File: config.mk
export PLATFORM = sky130hd
export DESIGN_NAME = regbank_wb_arbiter
export DESIGN_NICKNAME = d
export VERILOG_FILES = /design/src/rtl/regbank_wb_arbiter.sv
export SDC_FILE = /design/constraint.sdc
export NUM_CORES = 1
export LEC_CHECK = 0
export CELL_PAD_IN_SITES_DETAIL_PLACEMENT = 1
export CELL_PAD_IN_SITES_GLOBAL_PLACEMENT = 1
export CORE_MARGIN = 8
export CORE_UTILIZATION = 28
export CTS_BUF_LIST = sky130_fd_sc_hd__clkbuf_4
export CTS_CLUSTER_SIZE = 40
export DETAILED_ROUTE_END_ITERATION = 12
export PLACE_DENSITY_LB_ADDON = 0.1
export SETUP_SLACK_MARGIN = 0.3
export SLEW_MARGIN = 20
export SYNTH_ARGS = -nofsm -noshare
export SYNTH_HDL_FRONTEND = slang
export SYNTH_SLANG_ARGS = --single-unit
File: constraint.sdc
create_clock -name clk -period 2.7 [get_ports clk]
set_input_delay 0.54 -clock clk [delete_from_list [all_inputs] [get_ports clk]]
set_output_delay 0.54 -clock clk [all_outputs]
set_load 0.01 [all_outputs]
File: src/rtl/regbank_wb_arbiter.sv
// Write-back arbiter for the 32x32 register bank: round-robin grant over N_REQ
// producers, registered write port, and a pending-write scoreboard for RAW hazards.
module regbank_wb_arbiter #(
  parameter int unsigned N_REQ = 3,
  parameter int unsigned AW    = 5,
  parameter int unsigned DW    = 32
) (
  input  logic                clk,
  input  logic                rst_n,
  input  logic                hold_i,
  input  logic [N_REQ-1:0]    req_valid_i,
  input  logic [N_REQ*AW-1:0] req_addr_i,
  input  logic [N_REQ*DW-1:0] req_data_i,
  output logic [N_REQ-1:0]    req_ready_o,
  input  logic                sb_set_i,
  input  logic [AW-1:0]       sb_set_addr_i,
  input  logic [AW-1:0]       rs1_addr_i,
  input  logic [AW-1:0]       rs2_addr_i,
  output logic                rs1_busy_o,
  output logic                rs2_busy_o,
  output logic                wr_en_o,
  output logic [AW-1:0]       rd_addr_o,
  output logic [DW-1:0]       data_o,
  output logic [31:0]         pending_o
);

  localparam int unsigned PW   = (N_REQ > 1) ? $clog2(N_REQ) : 1;
  localparam int unsigned NREG = 32;

  logic [PW-1:0]    rr_ptr;
  logic [PW-1:0]    rr_next;
  logic [NREG-1:0]  scoreboard;
  logic [NREG-1:0]  sb_next;
  logic             arb_en;
  logic             grant_any;
  logic [PW-1:0]    grant_idx;
  logic [N_REQ-1:0] grant;
  logic [AW-1:0]    grant_addr;
  logic [DW-1:0]    grant_data;

  assign arb_en = rst_n && !hold_i;

  // Two-pass scan: requesters at or above rr_ptr first, then wrap to the low ones.
  always_comb begin
    grant     = '0;
    grant_idx = '0;
    grant_any = 1'b0;
    for (int i = 0; i < int'(N_REQ); i++) begin
      if (arb_en && !grant_any && req_valid_i[i] && (i >= int'(rr_ptr))) begin
        grant_any = 1'b1;
        grant_idx = PW'(i);
        grant[i]  = 1'b1;
      end
    end
    for (int i = 0; i < int'(N_REQ); i++) begin
      if (arb_en && !grant_any && req_valid_i[i]) begin
        grant_any = 1'b1;
        grant_idx = PW'(i);
        grant[i]  = 1'b1;
      end
    end
  end

  assign req_ready_o = grant;

  // Select the granted payload from the one-hot grant.
  always_comb begin
    grant_addr = '0;
    grant_data = '0;
    for (int i = 0; i < int'(N_REQ); i++) begin
      if (grant[i]) begin
        grant_addr = req_addr_i[i*AW +: AW];
        grant_data = req_data_i[i*DW +: DW];
      end
    end
  end

  // Explicit wrap so non-power-of-two N_REQ never lands on an unused index.
  always_comb begin
    rr_next = rr_ptr;
    if (grant_any) begin
      rr_next = (grant_idx == PW'(N_REQ - 1)) ? '0 : grant_idx + PW'(1);
    end
  end

  // Clear on grant, then set from issue so a newer producer wins; x0 never pends.
  always_comb begin
    sb_next = scoreboard;
    if (grant_any) begin
      sb_next[grant_addr] = 1'b0;
    end
    if (sb_set_i) begin
      sb_next[sb_set_addr_i] = 1'b1;
    end
    sb_next[0] = 1'b0;
  end

  always_ff @(posedge clk or negedge rst_n) begin
    if (!rst_n) begin
      rr_ptr     <= '0;
      scoreboard <= '0;
      wr_en_o    <= 1'b0;
      rd_addr_o  <= '0;
      data_o     <= '0;
    end else begin
      rr_ptr     <= rr_next;
      scoreboard <= sb_next;
      wr_en_o    <= 1'b0;
      if (grant_any && (grant_addr != '0)) begin
        wr_en_o   <= 1'b1;
        rd_addr_o <= grant_addr;
        data_o    <= grant_data;
      end
    end
  end

  assign rs1_busy_o = (rs1_addr_i != '0) && scoreboard[rs1_addr_i];
  assign rs2_busy_o = (rs2_addr_i != '0) && scoreboard[rs2_addr_i];
  assign pending_o  = scoreboard;

endmodule

Word level (Yosys, flattened, before mapping)
Index checks and enable logic that the tools add are counted.
W data, S select, Z words.
{"block": "op_classes", "add_sub_neg": 1, "n_mul": 0, "shifts": 0, "bitwise": 3, "n_lt_le_gt_ge": 9, "n_mux": 34, "n_eq_ne": 1, "n_reduce_logical": 29, "div": 0}
{"operator": "$mux W32", "n": 5}
{"operator": "$and A32 B32 Y32", "n": 1}
{"operator": "$not A32 Y32", "n": 1}
{"operator": "$or A32 B32 Y32", "n": 1}
{"operator": "$lt A5 B6 Y1 const B", "n": 4}
{"operator": "$logic_and A1 B1 Y1", "n": 20}
{"operator": "$mux W1", "n": 17}
{"operator": "$mux W5", "n": 3}
{"operator": "$reduce_bool A5 Y1", "n": 3}
{"operator": "$bmux W1 S5", "n": 2}
{"operator": "$demux W1 S5", "n": 2}
{"operator": "$ge A5 B1 Y1 const B", "n": 2}
{"operator": "$mux W2", "n": 5}
{"operator": "$logic_not A1 Y1", "n": 6}
{"operator": "$ge A1 B2 Y1 const A", "n": 2}
{"operator": "$add A2 B1 Y2 const B", "n": 1}
{"operator": "$eq A2 B2 Y1 const B", "n": 1}
{"operator": "$ge A2 B2 Y1 const A", "n": 1}
{"block": "word_totals", "ff_bits": 71, "ram_bits": 0, "mem_count": 0, "romBits": 0, "latch_bits": 0}

Longest topological paths before layout
Gate-level depths: netlist (run 1).
{"block": "logic_depth", "word_depth": 37, "depth_mapped": 9, "mapped_depth_nobuf": 7}

Least setup slack after synthesis (run 1)
Ideal clock, no wire load.
{"block": "synth_timing", "path_kind": "input -> output", "from": "in rs1_addr_i[0]", "to": "out rs1_busy_o", "slack_ns": -0.085, "t_arrival_ns": 2.245, "path_stages": 4, "required_time_ns": 2.160, "cell_sequence": "clkbuf_1 > mux4_2 > mux4_2 > mux2_2"}
{"block": "synth_via", "elab_chain_len": 3, "elab_cells_between_ends": 4, "classes_between": "mux: 2; reduce/logical: 2"}
{"element": "start: declaration", "line": "17", "source": "input logic [AW-1:0] rs1_addr_i,"}
{"element": "$bmux W1 S5", "line": "117", "source": "assign rs1_busy_o = (rs1_addr_i != '0) && scoreboard[rs1_addr_i];"}
{"element": "$mux W1 (not written as such)", "line": "117"}
{"element": "$logic_and A1 B1 Y1 *", "line": "117"}
{"element": "end: declaration", "line": "19", "source": "output logic rs1_busy_o,"}
Mark *: on every way between the ends. The rest lies on a longest branch, timed or not. The select of a mux whose other input is x is not followed.

Worst setup path in the final report (run 1)
{"block": "layout_timing", "from": "reg scoreboard[31] (netlist: pending_o[31])", "to": "out rs1_busy_o"}
{"block": "layout_via", "elab_chain_len": 3}
{"element": "start: declaration", "line": "32", "source": "logic [NREG-1:0] scoreboard;"}
{"element": "start signal: assignment", "line": "107", "source": "scoreboard <= sb_next;"}
{"element": "$bmux W1 S5", "line": "117"}
{"element": "$mux W1 (not written as such)", "line": "117"}
{"element": "$logic_and A1 B1 Y1", "line": "117"}
No other way between the ends. The select of a mux whose other input is x is not followed.

==> impl_metrics.ini, run 1 <==
[power]
switchingPower_w = 0.001975
clkPwrFrac_pct = 11.5
p_int_w = 0.003396
peakVddDrop_mv = 0.2218
power_frac_seq_pct = 31.4
leakagePower_nw = 3.250
p_sw_share_pct = 36.77
comb_power_share_pct = 57.1
power_density_mw_per_mm2 = 676.1

[routing]
drt_iter0_markers = 228
firstDrtPassIters = 7
num_vias = 4693
met2_length_um = 10180
wl_met1_um = 7742
wl_met3_um = 1737
viasPerCell = 5.370
finalWirelength_um = 20090
drc_errors = 0
drt.antenna.violating_nets = 0
top_layer = met5
wire_per_inst_um = 22.99

[clock_network]
path_clk_slew_ns = 0.12
cts_made_buffers = 9
cts_buffer_depth = 2
htree_levels = 3
cts_sinks = 71
hold_buffers = 0
root_buffer = clkbuf_4
worstSkewPairLatency_ns = 0.46
tritoncts = built

[run_status]
status = finished with violations
violations = negative setup slack

[floorplan]
fp.coreArea_mm2 = 0.01520
die_h_um = 140.8
start_util_pct = 28.67
fp.dieW_um = 140.8
dieArea_mm2 = 0.01981
num_rows = 45
io_pins = 208

[setup_path]
setup.worst_path.start_class = flop
cp.arrival_ns = 2.26
worstPathRequired_ns = 2.16
worstSetupPathType = reg2out
end_kind = output pin
path_max_fanout = 3

[timing]
setup-violations-final = 2
fmax_ghz = 0.3572
finalWorstSetupSlack_ns = -0.09917
tightestPinTransition_ns = 0.5592
clock_skew_ns = 0.006369
maxSlewHeadroom_pct = 62.56
finalMaxSlewViolations = 0
rsz0062_at_grt = true
fin_crit_ns = 2.799
min_period_over_period_pct = 103.7
hold_violations = 0

[logic_synthesis]
synth_enable_flop_cells = 0
ys_types = 61
ys_warn_count = 0
yosys_register_bits = 71
yosysMostFrequentCell = dfrtp_1
synth_area_leader_cell = dfrtp_1
syn_area_mm2 = 0.004358
synthTopCellsByCount = dfrtp_1 (71), o21ai_0 (46), inv_1 (37)
synth_nets = 515
syn_avg_cell_area_um2 = 11.41
synth.area.top_cells = dfrtp_1 (41%), mux4_2 (9.3%), a222oi_1 (7.3%)
synthArstFlopShare_pct = 100.0
synth_cells = 382
yosysSeqAreaShare_pct = 40.77
ys.flop_type = dfrtp_1
synth_top_area_share_pct = 40.77

[global_routing]
grt_use_total_pct = 19.56
gr-total-overflow = 0
grt_pass1_vias = 5346
grt_max_degree = 39
antenna_found_initial = 3
grt_first_pass_wirelength_um = 30100

[layout]
syn2layout_area_growth_pct = 82.29
drive_gt1_share_pct = 31.09
fin_nets = 814
stdcell_count = 874

[place]
gp_congestion = 0.8305
dp_cells = 826
port_buffers = 206
dp_hpwl_um = 15240
pre_cts_ws_ns = -0.7940

[min_path]
hp-class = in2async

[flow_run]
cap_violations = 0
area by class of cell:
class	count	area, um^2
inverter	38	145.1
clock inverter	2	8.758
timing repair buffer	312	3055
tap	188	235.2
sequential	71	1780
multi-input combinational	249	2619
fill	1643	7258
antenna	1	2.502
clock buffer	13	97.59
path summary, 6_finish.rpt:
| kind | start | end | slack (ns) | cells past startpoint |
|---|---|---|---|---|
| min reg2reg | data_o[2] | data_o[2] | 0.53 | 2 |
| max in group asynchronous | rst_n | pending_o[17] | 2.13 | 2 |
| max | pending_o[31] | rs1_busy_o | -0.1 | 4 |
| min | rst_n | wr_en_o | 0.15 | 2 |
| min in group clk | data_o[2] | data_o[2] | 0.53 | 2 |
| max reg2reg | rr_ptr[1] | data_o[11] | 0.25 | 9 |
power groups by stage:
stage | registers [W] | logic, W | clock network [W]
2_1_floorplan | 0.00176 | 0.00107 | 0
6_report | 0.00168 | 0.00307 | 0.000617
4_1_cts | 0.00167 | 0.00277 | 0.000640
3_3_place_gp | 0.00169 | 0.00254 | 0
5_1_grt | 0.00173 | 0.00327 | 0.000675
3_5_place_dp | 0.00171 | 0.00258 | 0
critical path: stages, from the launching register on:
cell	delay (ns)
dfrtp_1	0.43
mux4_2	0.49
mux4_2	0.49
mux2_4	0.27
buf_6	0.12
cells by family after synthesis:
kind of cell              synth area share [%]
DFF                                      40.77
AOI/OAI and AO/OA                        27.19
muxes                                    17.94
and+or+nand+nor                          6.144
xor gates and xnor gates                0.3733
buffers and inverters                    7.493
other                                  0.08605
what timing repair did:
item	4_1_cts	5_1_grt
pin swaps	10	23
endpoints found under the setup margin	61	64
resized for setup	61	86
cloned	2	2
buffers inserted	17	11
cells in the final DEF (no fill, tap or decap), drive strengths merged, types with 9 or more instances in the layout:
cell type and n:
inv 38, mux4 18, clkdlybuf4s50 190, mux2i 32, dfrtp 71, clkbuf 15
nor2 9, a21oi 10, a222oi 32, buf 110, o31ai 18, nand2 13
o21ai 47
registers in the layout (all words and copies together), names as in the netlist:
| name | count |
|---|---|
| data_o | 32 |
| pending_o | 31 |
| rd_addr_o | 5 |
| rr_ptr | 2 |
| wr_en_o | 1 |
per-stage QoR:
stage	instance area [um^2]	TNS [ns]	utilization, %	hold slack, ns	power [W]
floorplan	4408	0	-	0.2444	0.002825
global placement	7107	-13.89	46.75	0.4990	0.004227
detailed placement	7107	-18.31	46.75	0.5032	0.004293
CTS	7471	-0.2194	49.14	0.1472	0.005081
global route	7944	-0.3321	52.26	0.1592	0.005681
finish	7944	-0.1751	52.26	0.1528	0.005371
routing by layer:
metal | global-route usage (%) | vias up
li1 | - | 2136
met1 | 21.63 | 2340
met2 | 33.76 | 178
met3 | 7.731 | 35
met4 | 6.335 | 4
met5 | 0 | -
Power figures use the tool's default switching activity.
==> run 2: changes to the inputs <==
--- a/config.mk
+++ b/config.mk
@@ -18,3 +18,4 @@
 export SYNTH_ARGS = -nofsm -noshare
 export SYNTH_HDL_FRONTEND = slang
 export SYNTH_SLANG_ARGS = --single-unit
+export TNS_END_PERCENT = 30
==> constraint.sdc (replaced) <==
create_clock -name clk -period 3.1 [get_ports clk]
set_input_delay 0.62 -clock clk [delete_from_list [all_inputs] [get_ports clk]]
set_output_delay 0.62 -clock clk [all_outputs]
set_load 0.01 [all_outputs]
==> run 2 against run 1 <==
The flow now finishes without violations. Power decreased by 23%. Clock-buffer cell count down 1. Flip-flop and latch count unchanged. Global-route usage down 1.1 points. Design area down 12%. Final cell count decreased by 6.9%. Worst setup slack gained 0.23 ns. Via count fell by 5.0%. Clock skew rose by 0.0049 ns. Critical path type is now in2out. Highest routed layer is now met4.
==> impl_metrics.ini, run 2 (synthesized netlist as in run 1, its figures left out) <==
[run_status]
status = complete, no violations

[power]
p_sw_share_pct = 37.54
switchingPower_w = 0.001556
clkPwrFrac_pct = 12.8
p_int_w = 0.002590
power_density_mw_per_mm2 = 590.0
peakVddDrop_mv = 0.2014
leakagePower_nw = 2.839
power_frac_seq_pct = 37.0
comb_power_share_pct = 50.2

[place]
dp_hpwl_um = 14580
port_buffers = 206
dp_cells = 795
gp_congestion = 0.8337
placed_area_mm2 = 0.006867

[global_routing]
gr-total-overflow = 0
antenna_found_initial = 1
grt_use_total_pct = 18.49
grt_pass1_vias = 5147
grt_max_degree = 38
grt_first_pass_wirelength_um = 28600

[setup_path]
crit_buf_inv = 3
path_delay_family = multiplexers
cpPeakStageDelay_ns = 0.48
crit_path_cell_trace = buf_2 > bufbuf_16 > mux4_2 > mux4_2 > mux2_2 > buf_4
worstPathRequired_ns = 2.48
timing.rr.start = rr_ptr[1]
setup.worst_path.start_class = input pin
rr_worst_depth = 8
cp.arrival_ns = 2.35
path_max_fanout = 4
rrSetupSlack_ns = 0.60
end_kind = output pin
worstSetupPathType = in2out
crit_top_cell = mux4_2
slowest_stage = mux4_2
r2r-end = pending_o[14]

[clock_network]
root_buffer = clkbuf_4
cts_sinks = 71
cts_buffer_depth = 2
path_clk_slew_ns = 0.12
cts_made_buffers = 9
tritoncts = built
worstSkewPairLatency_ns = 0.43
htree_levels = 3
hold_buffers = 0

[min_path]
hp-class = in2async

[floorplan]
fp.coreArea_mm2 = 0.01520
dieArea_mm2 = 0.01981
die_h_um = 140.8
fp.dieW_um = 140.8
io_pins = 208
num_rows = 45
start_util_pct = 28.67

[flow_run]
cap_violations = 0

[timing]
hold_violations = 0
setup-violations-final = 0
fin_crit_ns = 2.973
tightestPinTransition_ns = 0.7082
fmax_ghz = 0.3363
rsz0062_at_grt = true
min_period_over_period_pct = 95.91
maxSlewHeadroom_pct = 52.47
finalMaxSlewViolations = 0
clock_skew_ns = 0.01129

[layout]
top_register = data_o
syn2layout_area_growth_pct = 61.27
stdcell_area_mm2 = 0.007028
fin_nets = 753
nFillCells = 1683
largest_register_ffs = 32
final_util_pct = 46.23
drive_gt1_share_pct = 17.92
stdcell_count = 814
layout_commonest_cell = clkdlybuf4s50_1
mostFrequentLayoutCells = clkdlybuf4s50_1 (194), dfrtp_1 (71), o21ai_0 (46), buf_4 (39), inv_1 (37)

[routing]
firstDrtPassIters = 5
drt_iter0_markers = 308
wire_per_inst_um = 22.46
finalWirelength_um = 18280
drt.antenna.violating_nets = 0
num_vias = 4457
viasPerCell = 5.475
drc_errors = 0
run 2: power by group through the flow:
stage	Combinational, W	Clock (W)	Sequential (W)
after global routing	0.00225	0.000604	0.00157
after CTS	0.00211	0.000565	0.00153
final	0.00208	0.000531	0.00154
after floorplan	0.000918	0	0.00153
after global placement	0.00207	0	0.00154
after detailed placement	0.00211	0	0.00155
run 2: cell type report:
cell class                      instances  area [um^2]  share of cell area [%]
Antenna cell                            1        2.502                 0.03561
Timing Repair Buffer                  251         2504                   35.62
Sequential cell                        71         1777                   25.28
Clock inverter                          4        22.52                  0.3205
Multi-Input combinational cell        249         2255                   32.08
Tap cell                              188        235.2                   3.347
Clock buffer                           12        90.09                   1.282
Inverter                               38        142.6                   2.030
run 2: worst max path at each step:
stage / start / to / slack (ns) / depth (start not counted)
6_report: rs2_addr_i[0] / rs2_busy_o / 0.13 / 6
2_1_floorplan: rs2_addr_i[0] / rs2_busy_o / 0.16 / 4
5_1_grt: pending_o[31] / rs2_busy_o / 0.07 / 4
3_3_place_gp: rs2_addr_i[0] / rs2_busy_o / -0.52 / 6
3_5_place_dp: rs2_addr_i[0] / rs2_busy_o / -0.54 / 6
4_1_cts: req_valid_i[1] / req_ready_o[0] / 0.11 / 5
run 2: layer usage:
metal | vias up | part of all wire [%] | GRT usage, %
met5 | - | 0 | 0
met4 | 0 | 2.7 | 6.957
met3 | 32 | 8.1 | 6.482
met2 | 201 | 50 | 31.88
met1 | 2217 | 40 | 20.63
li1 | 2007 | - | -
run 2: worst register-to-register path, cell delays in order, from the launching register on:
cell and delay, ns:
dfrtp_1 0.53, xor2_2 0.24, a221oi_4 0.31, buf_12 0.18, a22oi_1 0.14, buf_4 0.18
a221o_1 0.42, o31ai_1 0.25, o21ai_0 0.12
run 2: through the flow:
step	TNS (ns)	worst slack, ns	power [W]	hold WS (ns)
after floorplan	0	0.1553	0.002449	0.3244
after global placement	-1.021	-0.5180	0.003607	0.4852
after detailed placement	-1.054	-0.5395	0.003657	0.4848
after CTS	0	0.1073	0.004213	0.2197
after global routing	0	0.07444	0.004420	0.2542
final	0	0.1267	0.004146	0.2477
run 2: timing repair:
action	4_1_cts	5_1_grt
resized for setup	22	2
pin swaps	0	1
cloned	2	0
setup endpoints to repair	5	6
hold endpoints to repair	0	0
buffers inserted	0	0
==> run 3: changes to the inputs <==
--- a/config.mk
+++ b/config.mk
@@ -10,6 +10,7 @@
 export CORE_MARGIN = 8
 export CORE_UTILIZATION = 28
 export CTS_BUF_LIST = sky130_fd_sc_hd__clkbuf_4
+export CTS_CLUSTER_DIAMETER = 100
 export CTS_CLUSTER_SIZE = 40
 export DETAILED_ROUTE_END_ITERATION = 12
 export PLACE_DENSITY_LB_ADDON = 0.1
==> results of run 3 <==
The final DEF is identical to that of run 2; final timing and power are the same.
